`src/rtl/lsu_mem_stage_if.sv`:
```
// Bus bundle for the load/store memory stage: execute request, writeback response and RAM port.
// slave is the LSU's view; master is the view of whatever surrounds it.
interface lsu_mem_stage_if #(
    parameter int unsigned XLEN   = 32,
    parameter int unsigned ADDR_W = 16
);
    logic              req_valid;
    logic              req_ready;
    logic              req_is_store;
    logic [2:0]        req_funct3;
    logic [XLEN-1:0]   req_addr;
    logic [XLEN-1:0]   req_wdata;
    logic [4:0]        req_rd;

    logic              resp_valid;
    logic              resp_ready;
    logic [4:0]        resp_rd;
    logic [XLEN-1:0]   resp_data;
    logic              resp_err;

    logic              ram_read_flag;
    logic [ADDR_W-1:0] ram_read_addr;
    logic [XLEN-1:0]   ram_read_data;
    logic              ram_write_flag;
    logic [ADDR_W-1:0] ram_write_addr;
    logic [XLEN-1:0]   ram_write_data;
    logic [2:0]        ram_write_size;

    modport slave (
        input  req_valid, req_is_store, req_funct3, req_addr, req_wdata, req_rd,
        input  resp_ready, ram_read_data,
        output req_ready, resp_valid, resp_rd, resp_data, resp_err,
        output ram_read_flag, ram_read_addr, ram_write_flag, ram_write_addr,
        output ram_write_data, ram_write_size
    );

    modport master (
        output req_valid, req_is_store, req_funct3, req_addr, req_wdata, req_rd,
        output resp_ready, ram_read_data,
        input  req_ready, resp_valid, resp_rd, resp_data, resp_err,
        input  ram_read_flag, ram_read_addr, ram_write_flag, ram_write_addr,
        input  ram_write_data, ram_write_size
    );
endinterface

```
`src/rtl/lsu_mem_stage.sv`:
```
// Data-side load/store unit: validates one request at a time, drives the RAM port,
// extends load data and returns a tagged response to writeback.
module lsu_mem_stage #(
    parameter int unsigned XLEN    = 32,
    parameter int unsigned ADDR_W  = 16,
    parameter int unsigned MEM_LAT = 1
) (
    input logic            clk,
    input logic            rst,
    lsu_mem_stage_if.slave bus
);
    localparam int unsigned CNT_W = (MEM_LAT > 1) ? $clog2(MEM_LAT) : 1;

    typedef enum logic [1:0] {S_IDLE, S_LOAD, S_STORE, S_RESP} state_t;

    state_t              r_state,       w_state_nx;
    logic [CNT_W-1:0]    r_cnt,         w_cnt_nx;
    logic [ADDR_W-1:0]   r_addr,        w_addr_nx;
    logic [XLEN-1:0]     r_wdata,       w_wdata_nx;
    logic [2:0]          r_funct3,      w_funct3_nx;
    logic                r_req_ready,   w_req_ready_nx;
    logic                r_rd_flag,     w_rd_flag_nx;
    logic                r_wr_flag,     w_wr_flag_nx;
    logic                r_resp_valid,  w_resp_valid_nx;
    logic [4:0]          r_resp_rd,     w_resp_rd_nx;
    logic [XLEN-1:0]     r_resp_data,   w_resp_data_nx;
    logic                r_resp_err,    w_resp_err_nx;

    logic [1:0]          w_size;
    logic                w_f3_bad;
    logic                w_misaligned;
    logic                w_out_of_range;
    logic                w_err;
    logic [XLEN-1:0]     w_ext;

    // Request validation, evaluated on the incoming (not yet latched) request
    always_comb begin
        w_size         = bus.req_funct3[1:0];
        w_f3_bad       = bus.req_is_store ? (bus.req_funct3[2] | (&w_size))
                                          : ((&w_size) | (bus.req_funct3 == 3'b110));
        w_misaligned   = ((w_size == 2'b01) && bus.req_addr[0]) ||
                         ((w_size == 2'b10) && (bus.req_addr[1:0] != 2'b00));
        w_out_of_range = |(bus.req_addr >> ADDR_W);
        w_err          = w_f3_bad | w_misaligned | w_out_of_range;
    end

    // Load data extraction from the little-endian RAM word
    always_comb begin
        case (r_funct3)
            3'b000:  w_ext = {{(XLEN-8){bus.ram_read_data[7]}},   bus.ram_read_data[7:0]};
            3'b001:  w_ext = {{(XLEN-16){bus.ram_read_data[15]}}, bus.ram_read_data[15:0]};
            3'b010:  w_ext = bus.ram_read_data;
            3'b100:  w_ext = {{(XLEN-8){1'b0}},  bus.ram_read_data[7:0]};
            3'b101:  w_ext = {{(XLEN-16){1'b0}}, bus.ram_read_data[15:0]};
            default: w_ext = '0;
        endcase
    end

    // Next-state and next-output logic; every output is registered from here
    always_comb begin
        w_state_nx      = r_state;
        w_cnt_nx        = r_cnt;
        w_addr_nx       = r_addr;
        w_wdata_nx      = r_wdata;
        w_funct3_nx     = r_funct3;
        w_req_ready_nx  = 1'b0;
        w_rd_flag_nx    = 1'b0;
        w_wr_flag_nx    = 1'b0;
        w_resp_valid_nx = r_resp_valid;
        w_resp_rd_nx    = r_resp_rd;
        w_resp_data_nx  = r_resp_data;
        w_resp_err_nx   = r_resp_err;

        case (r_state)
            S_IDLE: begin
                w_req_ready_nx = 1'b1;
                if (r_req_ready && bus.req_valid) begin
                    w_req_ready_nx = 1'b0;
                    w_addr_nx      = bus.req_addr[ADDR_W-1:0];
                    w_wdata_nx     = bus.req_wdata;
                    w_funct3_nx    = bus.req_funct3;
                    w_resp_rd_nx   = bus.req_is_store ? 5'd0 : bus.req_rd;
                    w_resp_data_nx = '0;
                    w_resp_err_nx  = 1'b0;
                    if (w_err) begin
                        w_state_nx      = S_RESP;
                        w_resp_valid_nx = 1'b1;
                        w_resp_err_nx   = 1'b1;
                    end else if (bus.req_is_store) begin
                        w_state_nx   = S_STORE;
                        w_wr_flag_nx = 1'b1;
                    end else begin
                        w_state_nx   = S_LOAD;
                        w_cnt_nx     = '0;
                        w_rd_flag_nx = 1'b1;
                    end
                end
            end
            S_STORE: begin
                w_state_nx      = S_RESP;
                w_resp_valid_nx = 1'b1;
            end
            S_LOAD: begin
                w_rd_flag_nx = 1'b1;
                w_cnt_nx     = r_cnt + CNT_W'(1);
                if (r_cnt == CNT_W'(MEM_LAT - 1)) begin
                    w_state_nx      = S_RESP;
                    w_rd_flag_nx    = 1'b0;
                    w_cnt_nx        = '0;
                    w_resp_valid_nx = 1'b1;
                    w_resp_data_nx  = w_ext;
                end
            end
            S_RESP: begin
                if (bus.resp_ready) begin
                    w_state_nx      = S_IDLE;
                    w_req_ready_nx  = 1'b1;
                    w_resp_valid_nx = 1'b0;
                    w_resp_rd_nx    = 5'd0;
                    w_resp_data_nx  = '0;
                    w_resp_err_nx   = 1'b0;
                end
            end
            default: w_state_nx = S_IDLE;
        endcase
    end

    always_ff @(posedge clk or negedge rst) begin
        if (!rst) begin
            r_state      <= S_IDLE;
            r_cnt        <= '0;
            r_addr       <= '0;
            r_wdata      <= '0;
            r_funct3     <= '0;
            r_req_ready  <= 1'b0;
            r_rd_flag    <= 1'b0;
            r_wr_flag    <= 1'b0;
            r_resp_valid <= 1'b0;
            r_resp_rd    <= '0;
            r_resp_data  <= '0;
            r_resp_err   <= 1'b0;
        end else begin
            r_state      <= w_state_nx;
            r_cnt        <= w_cnt_nx;
            r_addr       <= w_addr_nx;
            r_wdata      <= w_wdata_nx;
            r_funct3     <= w_funct3_nx;
            r_req_ready  <= w_req_ready_nx;
            r_rd_flag    <= w_rd_flag_nx;
            r_wr_flag    <= w_wr_flag_nx;
            r_resp_valid <= w_resp_valid_nx;
            r_resp_rd    <= w_resp_rd_nx;
            r_resp_data  <= w_resp_data_nx;
            r_resp_err   <= w_resp_err_nx;
        end
    end

    assign bus.req_ready      = r_req_ready;
    assign bus.resp_valid     = r_resp_valid;
    assign bus.resp_rd        = r_resp_rd;
    assign bus.resp_data      = r_resp_data;
    assign bus.resp_err       = r_resp_err;
    assign bus.ram_read_flag  = r_rd_flag;
    assign bus.ram_read_addr  = r_addr;
    assign bus.ram_write_flag = r_wr_flag;
    assign bus.ram_write_addr = r_addr;
    assign bus.ram_write_data = r_wdata;
    // Write size encoding (B=0, H=1, W=2) matches store funct3 for legal stores
    assign bus.ram_write_size = r_funct3;
endmodule
```
`src/flat_wrapper.sv`:
```
// flat-port wrapper written by rule: the top's interface ports become plain ports
module lsu_mem_stage_flat 
#(
    parameter int unsigned XLEN    = 32,
    parameter int unsigned ADDR_W  = 16,
    parameter int unsigned MEM_LAT = 1
)
  (clk, rst, bus_req_valid, bus_req_is_store, bus_req_funct3, bus_req_addr, bus_req_wdata, bus_req_rd, bus_resp_ready, bus_ram_read_data, bus_req_ready, bus_resp_valid, bus_resp_rd, bus_resp_data, bus_resp_err, bus_ram_read_flag, bus_ram_read_addr, bus_ram_write_flag, bus_ram_write_addr, bus_ram_write_data, bus_ram_write_size);
  lsu_mem_stage_if #(.XLEN(XLEN), .ADDR_W(ADDR_W)) bus_i ();
  input logic clk;
  input logic rst;
  input wire logic [$bits(bus_i.req_valid)-1:0] bus_req_valid;
  input wire logic [$bits(bus_i.req_is_store)-1:0] bus_req_is_store;
  input wire logic [$bits(bus_i.req_funct3)-1:0] bus_req_funct3;
  input wire logic [$bits(bus_i.req_addr)-1:0] bus_req_addr;
  input wire logic [$bits(bus_i.req_wdata)-1:0] bus_req_wdata;
  input wire logic [$bits(bus_i.req_rd)-1:0] bus_req_rd;
  input wire logic [$bits(bus_i.resp_ready)-1:0] bus_resp_ready;
  input wire logic [$bits(bus_i.ram_read_data)-1:0] bus_ram_read_data;
  output wire logic [$bits(bus_i.req_ready)-1:0] bus_req_ready;
  output wire logic [$bits(bus_i.resp_valid)-1:0] bus_resp_valid;
  output wire logic [$bits(bus_i.resp_rd)-1:0] bus_resp_rd;
  output wire logic [$bits(bus_i.resp_data)-1:0] bus_resp_data;
  output wire logic [$bits(bus_i.resp_err)-1:0] bus_resp_err;
  output wire logic [$bits(bus_i.ram_read_flag)-1:0] bus_ram_read_flag;
  output wire logic [$bits(bus_i.ram_read_addr)-1:0] bus_ram_read_addr;
  output wire logic [$bits(bus_i.ram_write_flag)-1:0] bus_ram_write_flag;
  output wire logic [$bits(bus_i.ram_write_addr)-1:0] bus_ram_write_addr;
  output wire logic [$bits(bus_i.ram_write_data)-1:0] bus_ram_write_data;
  output wire logic [$bits(bus_i.ram_write_size)-1:0] bus_ram_write_size;
  assign bus_i.req_valid = bus_req_valid;
  assign bus_i.req_is_store = bus_req_is_store;
  assign bus_i.req_funct3 = bus_req_funct3;
  assign bus_i.req_addr = bus_req_addr;
  assign bus_i.req_wdata = bus_req_wdata;
  assign bus_i.req_rd = bus_req_rd;
  assign bus_i.resp_ready = bus_resp_ready;
  assign bus_i.ram_read_data = bus_ram_read_data;
  assign bus_req_ready = bus_i.req_ready;
  assign bus_resp_valid = bus_i.resp_valid;
  assign bus_resp_rd = bus_i.resp_rd;
  assign bus_resp_data = bus_i.resp_data;
  assign bus_resp_err = bus_i.resp_err;
  assign bus_ram_read_flag = bus_i.ram_read_flag;
  assign bus_ram_read_addr = bus_i.ram_read_addr;
  assign bus_ram_write_flag = bus_i.ram_write_flag;
  assign bus_ram_write_addr = bus_i.ram_write_addr;
  assign bus_ram_write_data = bus_i.ram_write_data;
  assign bus_ram_write_size = bus_i.ram_write_size;
  lsu_mem_stage #(.XLEN(XLEN), .ADDR_W(ADDR_W), .MEM_LAT(MEM_LAT)) u_core (.clk(clk), .rst(rst), .bus(bus_i));
endmodule
```
`config.mk`:
```
export PLATFORM = sky130hd
export DESIGN_NAME = lsu_mem_stage_flat
export DESIGN_NICKNAME = d
export VERILOG_FILES = /design/src/rtl/lsu_mem_stage_if.sv /design/src/rtl/lsu_mem_stage.sv /design/src/flat_wrapper.sv
export SDC_FILE = /design/constraint.sdc
export NUM_CORES = 1
export LEC_CHECK = 0
export CORE_MARGIN = 4
export CORE_UTILIZATION = 39
export CTS_CLUSTER_DIAMETER = 80
export DETAILED_ROUTE_END_ITERATION = 10
export PLACE_DENSITY = 0.83
export SYNTH_ARGS = -nofsm -noshare
export SYNTH_HDL_FRONTEND = slang
export SYNTH_SLANG_ARGS = --single-unit
export TNS_END_PERCENT = 100
```
`constraint.sdc`:
```
create_clock -name clk -period 2.5 [get_ports clk]
set_clock_uncertainty 0.1 [all_clocks]
set_input_delay 0.5 -clock clk [delete_from_list [all_inputs] [get_ports clk]]
set_output_delay 0.5 -clock clk [all_outputs]
set_load 0.02 [all_outputs]
```
==> impl_metrics.yaml <==
worst_setup_path:
  worstSetupEndpointType: "register"
  start_kind: "register"
  crit_type: "register to register"
  worst-endpoint-arrival_ns: 2.34
  cp_max_fo: 24
  critPathRequiredTime_ns: 2.66
synth:
  synth_largest_area_cell: "dfrtp_1"
  synth_largest_type_area_fraction_pct: 59.4
  ys_warn_count: 0
  dominant_combinational_cell_family_by_area_after_synthesis: "multiplexers"
  synth_area_per_cell_um2: 12.5
  synth_area_um2: 4000
  ys_ff_latch: 95
  synth.area.mux_share_pct: 14.8
  synth_adder_area_share_pct: 1.25
  synth_top_cells_by_area: "dfrtp_1 59%, mux2_2 14%, o21ai_2 4.4%, nand2_1 3.3%, a21oi_1 3.3%"
  yosys.area_share.xor_xnor_pct: 0
  netlist_instances: 321
  synth_cell_types: 32
  area_fraction_in_and_or_nand_and_nor_cells_after_synthesis_pct: 6.81
  synth-compound-area-share_pct: 12.3
  ys_seq_area_share_pct: 59.4
  synth_fp_nets: 434
routing:
  detail-route-antenna-nets: 0
  dr_total_vias: 3213
  avgRoutedWirePerCell_um: 17.4
  first_iter_violations: 97
  detail_route.wirelength_um: 11500
  drcViolationCount: 0
  drt_first_pass_iters: 4
  route.detailed.vias_per_inst: 4.88
global_route:
  top_usage_layer: "met2"
  grt_max_degree: 52
  grt_first_pass_wirelength_um: 17500
  gr-usage-met2_pct: 33.2
  first_global_vias: 3425
  use_met3_pct: 7.05
  grt_usage_pct: 19.2
  grt_remaining_overflow: 0
  grt_antenna_before_repair: 0
  grt_use_met1_pct: 22.5
sta:
  finalSetupTns_ns: 0
  grt_setup_unrepaired: "false"
  timing.final.max_slew_violations: 0
  slew_headroom_pct: 60.8
  number_of_failing_hold_endpoints_at_the_final_stage: 0
  final_min_period_over_clock_period_pct: 87.1
  timing_worst_slew_pin_value_ns: 0.587
  period_needed_ns: 2.18
  worst_path_setup_slack_after_routing_ns: 0.323
  setup_viol: 0
  achievable-frequency_mhz: 459
  final_hold_slack_ns: 0.0416
cts:
  cts_buffer_depth: 2
  clock_sinks: 95
  numCtsBuffers: 9
  cts-hold-fix-buffers: 0
  clk_latency_ns: 0.35
  post_cts_resize_count: 0
  post_cts_setup_buffer_count: 0
  cts_htree_levels: 3
  root_buffer: "clkbuf_8"
  cts_tree: "built"
  worst_setup_hold_path_clk_slew_ns: 0.09
floorplan:
  floorplan.rows: 36
  fp.dieArea_um2: 11900
  floorplan.core_area_um2: 9860
  die_w_um: 109
  io_pins: 218
  chipHeight_um: 109
  floorplan.initialDensity_pct: 40.6
placed_design:
  cell_total_after_placement: 645
  numPortBuffers: 217
  place_ws_ns: 0.150
  dp_wirelength_um: 8910
  gp_congestion: 0.738
power_and_ir_drop:
  power.density_nw_per_um2: 1300
  cellLeakagePower_nw: 2.73
  vdd_drop_max_v: 0.000688
final_layout:
  syn_to_final_growth_pct: 60.9
  finalNetCount: 636
  finish.cell_count_without_fillers: 659
  layout.cells.most_common: "clkdlybuf4s50_1"
  multi_input_comb_area_um2: 1420
  ff_latch_area_um2: 2380
  antennaDiodeCount: 0
  drive_gt1_share_pct: 18.4
  layout_common_cells: "216 x clkdlybuf4s50_1, 95 x dfrtp_1, 51 x mux2_2, 35 x nand2_1, 26 x a21oi_1"
  final_util_pct: 65.3
  fillerInstances: 772
run:
  drv.max_cap_violation_count: 0
min_path:
  min-delay-path-class: "input pin to asynchronous set/reset pin"
outcome:
  run_status: "completed"
routing by layer:
metal / vias to the layer above / part of all wire, %
met5: - / 0
met4: 0 / 1.2
met3: 10 / 8.4
met2: 122 / 52
met1: 1559 / 38
li1: 1522 / -
stage by stage:
stage	total power [mW]	area [um2]
after CTS	8.47	6440
after floorplan	5.22	4000
final	8.38	6440
after global placement	7.17	6220
after detailed placement	7.33	6220
after global routing	8.88	6440
synthesized netlist by cell type:
| cell | n |
|---|---|
| nor3b_2 | 1 |
| inv_1 | 5 |
| ha_1 | 4 |
| o211ai_1 | 1 |
| nor4b_1 | 1 |
| nor2b_1 | 1 |
| nor3_2 | 1 |
| a21o_1 | 1 |
| dfrtp_1 | 95 |
| buf_1 | 2 |
| nand4_1 | 1 |
| a22o_1 | 9 |
| buf_4 | 16 |
| nand2_1 | 35 |
| nor2_1 | 6 |
| o22ai_1 | 2 |
| o21ai_2 | 20 |
| nor4_1 | 4 |
| buf_2 | 2 |
| or2_4 | 1 |
| nand4b_1 | 1 |
| o21ai_0 | 12 |
| or3_1 | 2 |
| clkbuf_1 | 10 |
| a21boi_1 | 1 |
| a31oi_1 | 2 |
| mux2_2 | 51 |
| nand3_1 | 1 |
| a21oi_1 | 26 |
| nor3_1 | 3 |
| buf_6 | 2 |
| mux2i_1 | 2 |
worst max-delay path, stage by stage, from the launching register on:
cell	delay, ns
dfrtp_1	0.41
inv_1	0.08
ha_1	0.27
a21boi_1	0.19
or3_1	0.40
or2_4	0.41
o21ai_0	0.23
sequential cells by signal, summed over array words and instances, names as in the netlist:
register	count
u_core.bus.resp_err	1
u_core.bus.ram_write_data	32
u_core.bus.ram_write_flag	1
u_core.bus.ram_read_flag	1
u_core.bus.resp_rd	5
u_core.bus.resp_valid	1
u_core.bus.resp_data	32
u_core.bus.ram_read_addr	16
u_core.bus.req_ready	1
u_core.bus.ram_write_size	3
u_core.r_state	2
worst paths after layout:
path / startpoint / to / slack, ns / cells after the start
setup / recovery: u_core.r_state[0] / u_core.bus.resp_data[21] / 0.32 / 6
hold / removal: rst / u_core.bus.resp_data[6] / 0.04 / 1
setup reg to reg: u_core.r_state[0] / u_core.bus.resp_data[21] / 0.32 / 6
hold reg to reg: u_core.bus.resp_data[12] / u_core.bus.resp_data[12] / 0.38 / 2
max in group asynchronous: rst / u_core.bus.ram_write_data[6] / 1.57 / 2
min in group clk: u_core.bus.resp_data[12] / u_core.bus.resp_data[12] / 0.38 / 2
final cells by class:
| type | instances | share of cell area [%] |
|---|---|---|
| Clock inverter | 3 | 1.05 |
| Inverter | 5 | 0.291 |
| Clock buffer | 11 | 2.35 |
| Tap cell | 133 | 2.58 |
| Timing Repair Buffer | 223 | 34.8 |
| Sequential cell | 95 | 36.9 |
| Multi-Input combinational cell | 189 | 22.0 |
cell families (layout without fill, tap and decap cells):
kind of cell    Yosys count  in the layout
simple gates             58             58
buf+inv                  37            242
compound gates           74             74
mux                      53             53
fa+ha+maj                 4              4
flops                    95             95
where the power goes:
group	switching (mW)	leakage [nW]	internal [mW]
Combinational	2.33	1.40	2.21
Sequential	0.475	1.22	2.25
Clock	0.506	0.108	0.608
Total	3.32	2.73	5.06
Power figures use the tool's default switching activity.
